### src/rtl/imem_boot_loader.sv
// rtl/imem_boot_loader.sv - byte-stream program loader for the instruction memory
module imem_boot_loader #(
    parameter int IMEM_BYTES = 256,
    parameter int ADDR_W     = 8
) (
    input  logic              clk,
    input  logic              rst_n,
    input  logic              start,
    input  logic              s_valid,
    input  logic [7:0]        s_data,
    output logic              s_ready,
    output logic              im_we,
    output logic [ADDR_W-1:0] im_addr,
    output logic [7:0]        im_wdata,
    output logic              pc_clear,
    output logic              cpu_run,
    output logic              load_done,
    output logic              load_error
);

    localparam logic [2:0] S_IDLE    = 3'd0;
    localparam logic [2:0] S_LEN_HI  = 3'd1;
    localparam logic [2:0] S_LEN_LO  = 3'd2;
    localparam logic [2:0] S_DATA    = 3'd3;
    localparam logic [2:0] S_CHECK   = 3'd4;
    localparam logic [2:0] S_RELEASE = 3'd5;
    localparam logic [2:0] S_RUN     = 3'd6;
    localparam logic [2:0] S_ERROR   = 3'd7;

    logic [2:0]      state;
    logic [15:0]     count;
    logic [ADDR_W:0] byte_cnt;
    logic [7:0]      csum;

    logic            xfer;
    logic [15:0]     full_count;
    logic [17:0]     full_bytes;
    logic [17:0]     last_idx;
    logic            data_last;

    // Frame arithmetic: the count is evaluated with the low byte still on the bus,
    // and widened so an oversize count can never alias into the legal range.
    assign xfer       = s_valid && s_ready;
    assign full_count = {count[15:8], s_data};
    assign full_bytes = {full_count, 2'b00};
    assign last_idx   = {count, 2'b00} - 18'd1;
    assign data_last  = (18'(byte_cnt) == last_idx);

    // Status outputs depend on state alone, so reset clears them asynchronously.
    always_comb begin
        s_ready    = (state == S_LEN_HI) || (state == S_LEN_LO) ||
                     (state == S_DATA)   || (state == S_CHECK);
        pc_clear   = (state == S_RELEASE);
        cpu_run    = (state == S_RUN);
        load_done  = (state == S_RUN);
        load_error = (state == S_ERROR);
    end

    // Frame sequencer plus the registered IMEM write port.
    always_ff @(posedge clk or negedge rst_n) begin
        if (!rst_n) begin
            state    <= S_IDLE;
            count    <= 16'd0;
            byte_cnt <= '0;
            csum     <= 8'd0;
            im_we    <= 1'b0;
            im_addr  <= '0;
            im_wdata <= 8'd0;
        end else begin
            im_we <= 1'b0;
            case (state)
                S_IDLE, S_RUN, S_ERROR: begin
                    if (start) begin
                        state    <= S_LEN_HI;
                        byte_cnt <= '0;
                        csum     <= 8'd0;
                    end
                end
                S_LEN_HI: begin
                    if (xfer) begin
                        count[15:8] <= s_data;
                        state       <= S_LEN_LO;
                    end
                end
                S_LEN_LO: begin
                    if (xfer) begin
                        count[7:0] <= s_data;
                        if (full_bytes > 18'(IMEM_BYTES)) begin
                            state <= S_ERROR;
                        end else if (full_count == 16'd0) begin
                            state <= S_CHECK;
                        end else begin
                            state <= S_DATA;
                        end
                    end
                end
                S_DATA: begin
                    if (xfer) begin
                        im_we    <= 1'b1;
                        im_addr  <= byte_cnt[ADDR_W-1:0];
                        im_wdata <= s_data;
                        csum     <= csum ^ s_data;
                        byte_cnt <= byte_cnt + (ADDR_W+1)'(1);
                        if (data_last) begin
                            state <= S_CHECK;
                        end
                    end
                end
                S_CHECK: begin
                    if (xfer) begin
                        state <= (s_data == csum) ? S_RELEASE : S_ERROR;
                    end
                end
                S_RELEASE: begin
                    state <= S_RUN;
                end
                default: begin
                    state <= S_IDLE;
                end
            endcase
        end
    end

endmodule

### config.mk
export PLATFORM = sky130hd
export DESIGN_NAME = imem_boot_loader
export DESIGN_NICKNAME = d
export VERILOG_FILES = /design/src/rtl/imem_boot_loader.sv
export SDC_FILE = /design/constraint.sdc
export NUM_CORES = 1
export LEC_CHECK = 0
export BUFFER_PORTS_ARGS = -buffer_cell sky130_fd_sc_hd__buf_2
export CAP_MARGIN = 20
export CORE_MARGIN = 8
export CORE_UTILIZATION = 50
export CTS_BUF_LIST = sky130_fd_sc_hd__clkbuf_8
export DETAILED_ROUTE_END_ITERATION = 6
export PLACE_DENSITY = 0.77
export REMOVE_ABC_BUFFERS = 1
export SLEW_MARGIN = 40
export SYNTH_ARGS = -nofsm -noshare
export SYNTH_HDL_FRONTEND = slang
export SYNTH_SLANG_ARGS = --single-unit
### constraint.sdc
create_clock -name clk -period 3.1 [get_ports clk]
set_input_delay 0.465 -clock clk [delete_from_list [all_inputs] [get_ports clk]]
set_output_delay 0.465 -clock clk [all_outputs]
set_load 0.05 [all_outputs]
=== After elaboration in Yosys (flattened, before gate mapping) ===
Cells that the tools add are included.

* Register bits: 53
* Input bits: 12
* Output and inout bits: 22

* $add $sub $neg: 2
* $lt $le $gt $ge: 1
* Eq/ne operators: 15
* Multiplexer cells: 18
* Bitwise gates (word level): 1
* Reductions and logical operators: 13

{| class="wikitable"
|+ Operators with widths
! operator !! number
|-
| $mux W3 || 8
|-
| $eq A9 B18 Y1 || 1
|-
| $gt A18 B9 Y1 const B || 1
|-
| $mux W9 || 2
|-
| $pmux W3 S6 || 1
|-
| $pmux W9 S2 || 1
|-
| $sub A18 B1 Y18 const B || 1
|-
| $logic_not A16 Y1 || 1
|-
| $mux W8 || 2
|-
| $pmux W8 S2 || 1
|-
| $eq A3 B3 Y1 const B || 4
|-
| $ne A2 B2 Y1 const B || 6
|-
| $add A9 B1 Y9 const B || 1
|-
| $eq A8 B8 Y1 || 1
|-
| $xor A8 B8 Y8 || 1
|-
| $eq A3 B2 Y1 const B || 2
|-
| $reduce_and A2 Y1 || 3
|-
| $reduce_and A6 Y1 || 1
|-
| $eq A3 B1 Y1 const B || 1
|-
| $logic_not A3 Y1 || 1
|-
| $logic_or A1 B1 Y1 || 3
|-
| $reduce_and A3 Y1 || 1
|-
| $reduce_or A3 Y1 || 1
|-
| $mux W1 || 2
|-
| 3 further kinds || 3
|}

=== Longest topological paths before layout ===
* Word-level depth: 7
* Mapped depth: 8
* Mapped depth without buffers: 8

=== Worst setup path after synthesis ===
OpenSTA, ideal clock, no wires.

* Path kind: register to register
* Start: register count[0]
* End: register state[2]
* Library setup time: 0.068 ns
* Arrival: 2.368 ns
* Data required time: 3.032 ns
* Slack: 0.663 ns
* Cell stages (with the launch flop): 9
* Path buffers: 0
* Cells stage by stage: dfrtp_1 > inv_1 > ha_1 > or4b_4 > or4_4 > o41ai_2 > o21ai_1 > o31ai_4 > o221a_1

* Longest elaborated chain between the ends: 4

{| class="wikitable"
|+ Ends and longest elaborated chain
! what !! line !! RTL
|-
| from (decl) || 31 || <nowiki>logic [15:0] count;</nowiki>
|-
| from (signal assigned) || 87 || <nowiki>count[7:0] <= s_data;</nowiki>
|-
| $sub A18 B1 Y18 || 46 || <nowiki>assign last_idx = {count, 2'b00} - 18'd1;</nowiki>
|-
| $eq A9 B18 Y1 || 47 || <nowiki>assign data_last = (18'(byte_cnt) == last_idx);</nowiki>
|-
| $ne A2 B2 Y1 (no source line) || -- ||
|-
| $reduce_and A6 Y1 (no source line) || -- ||
|-
| to (signal assigned) || 111 || <nowiki>state <= (s_data == csum) ? S_RELEASE : S_ERROR;</nowiki>
|-
| to (decl) || 30 || <nowiki>logic [2:0] state;</nowiki>
|}

Every way passes these cells.
A chain may end at the register's enable or synchronous reset.

=== Final worst setup path ===
Ends and elaborated chain as after synthesis.

==> metrics.yaml <==
outcome:
  outcome: "complete, no violations"
clock_network:
  clk_pin_slew_ns: 0.10
  cts_setup_buffers: 0
  cts_sinks: 53
  holdBufCountCts: 0
  numCtsBuffers: 5
  htree_levels: 2
  cts_resized: 0
  root_buffer: "clkbuf_8"
  clk_latency_ns: 0.31
  clock_path_buffers: 2
  cts_tree: "built"
power_and_ir_drop:
  vdd_drop_max_v: 0.000658
  p_seq_frac: 0.359
  p_leak_nw: 1.44
  p_int_mw: 1.84
  pwr-share-comb: 0.475
  powerDensity_mw_per_mm2: 1030
  clkPwrFrac: 0.166
  netSwitchingFraction: 0.442
  power.switching_mw: 1.46
  finalPower_mw: 3.30
logic_synthesis:
  synth-main-ff-cell: "dfrtp_1"
  ys_seq_elements: 53
  ys_seq_area_frac: 0.470
  synth_edf_count: 0
  postSynthAreaPerCell_um2: 10.0
  synthArstFlopShare: 1.00
  synthDistinctLibCells: 48
  syn-cell-area_mm2: 0.00282
  ys_warn_count: 0
  syn_inst: 281
final_layout:
  nets: 328
  final_cell_mix: "dfrtp_1, o21ai_0, buf_2, mux2_2, nor2_1"
  syn_to_final_growth_pct: 13.2
  antenna_cells: 0
  final_common_cell: "dfrtp_1"
  drive_above_1_share: 0.265
drt:
  drt-total-wl_mm: 6.26
  wire_per_inst_um: 16.3
  drt_iter0_markers: 179
  drc: 0
  vias: 2243
  ant_nets: 0
  viasPerCell: 5.83
  drt_pass1_iterations: 4
floorplanning:
  start_util: 0.516
  die-width_um: 91.2
  die_h_um: 91.2
  pin_count: 34
  core-area_mm2: 0.00547
  rows: 27
  die-area_mm2: 0.00831
setup_path:
  crit_path_end_kind: "flop"
  start_kind: "flop"
  r2r_start: "count[0]"
  critical_path_arrival_ns: 2.88
  critical_path.startpoint: "count[0]"
  worstPathRequired_ns: 3.35
  critPathKind: "flop to flop"
  critical_path.max_fanout: 5
global_routing:
  use_met2: 0.281
  met1_usage: 0.177
  antenna_found_initial: 0
  grt-busiest-layer: "met2"
  grt_pass1_vias: 2294
  grt-ovfl-total: 0
  grtUsageTotal: 0.155
  grt_max_degree: 37
  met3_usage: 0.0272
  grt_pass1_wl_mm: 10.7
timing:
  setup_ws_ns: 0.473
  finalCritPeriodShare: 0.847
  clock.fmax_ghz: 0.381
  max_slew.worst_pin.slew_ns: 0.668
  finalSetupViolations: 0
  fin_setup_tns_ns: 0
  skew_ns: 0.0105
  slew_headroom: 0.555
  finalCriticalPeriod_ns: 2.63
  slew_violations: 0
  hold_viol_final: 0
  rsz0062_at_grt: "no"
  whs_ns: 0.0660
job:
  drv_cap: 0
place:
  portBuffers: 33
  dp_hpwl_mm: 4.61
  dp_slack_ns: 0.485
  gp_congestion: 0.878
worst_hold_path:
  hold_class: "primary input to async pin"
[power groups by stage]
stage | Combinational (mW) | Clock [mW] | Sequential, mW
after floorplan | 0.954 | 0 | 1.37
after global placement | 1.52 | 0 | 1.18
after detailed placement | 1.57 | 0 | 1.19
after CTS | 1.58 | 0.557 | 1.18
after global routing | 1.72 | 0.583 | 1.22
final | 1.57 | 0.546 | 1.18
[synthesized netlist by cell type, types with 2 or more instances]
cell / number / share of area
dfrtp_1: 53 / 0.47
o21ai_0: 42 / 0.074
mux2_2: 30 / 0.12
nand2_1: 25 / 0.033
nor2_1: 25 / 0.033
xnor2_1: 14 / 0.043
clkbuf_1: 12 / 0.016
inv_1: 9 / 0.012
and3_1: 5 / 0.011
a21oi_1: 4 / 0.0071
ha_1: 4 / 0.018
nand4_1: 4 / 0.0089
nor3_1: 4 / 0.0071
a31oi_1: 3 / 0.0066
nand2b_1: 3 / 0.0066
nand3_1: 3 / 0.0053
nor4_1: 3 / 0.0066
o22ai_1: 3 / 0.0066
a211o_1: 2 / 0.0062
mux2i_1: 2 / 0.0071
o21a_1: 2 / 0.0053
or3_1: 2 / 0.0044
or4_1: 2 / 0.0053
[worst max-delay path: stages, from the launching register on]
cell and delay [ns]:
dfrtp_1 0.42, inv_1 0.09, ha_1 0.19, or4b_4 0.51, or4_4 0.44, o41ai_2 0.28
o21ai_1 0.16, o31ai_4 0.27, o221a_1 0.21
[metal layers]
metal / wire (um) / share of wire
met5: 0 / 0
met4: 119 / 0.019
met2: 3190 / 0.51
met3: 259 / 0.041
met1: 2690 / 0.43
[kinds of logic after synthesis]
group,count (synthesis),share of synthesized area
mux,32,0.127
fa+ha+maj,4,0.0177
xor+xnor,15,0.0465
flops,53,0.470
buf+inv,23,0.0323
compound gates,68,0.154
simple gates,86,0.153
[state kept, by name, summed over array words and instances (netlist names)]
register  flops
byte_cnt      9
count        16
csum          8
im_addr       8
im_wdata      8
im_we         1
state         3
[through the flow]
stage | utilization | instances | area [um2]
after floorplan | - | 267 | 2770
after global placement | 0.559 | 377 | 3060
after detailed placement | 0.559 | 377 | 3060
after CTS | 0.583 | 385 | 3190
after global routing | 0.584 | 385 | 3200
final | 0.584 | 385 | 3200
[area by class of cell]
type,count,area [um2]
clock buffers,5,68.8
clock inverters,3,65.1
fillers,494,2280
inverters,9,33.8
multi-input cells,205,1410
flip-flops and latches,53,1330
well taps,72,90.1
repair buffers,38,203
[path summary, 6_finish.rpt]
path                               end  slack (ns)  cells past startpoint
setup / recovery              state[2]        0.47                      8
hold / removal             im_wdata[2]        0.07                      1
setup reg to reg              state[2]        0.47                      8
hold reg to reg            im_wdata[1]        0.51                      1
max in group asynchronous    count[10]        2.25                      2
min in group clk               csum[1]        0.46                      3
Note: power is estimated with default switching activity, not from simulation.
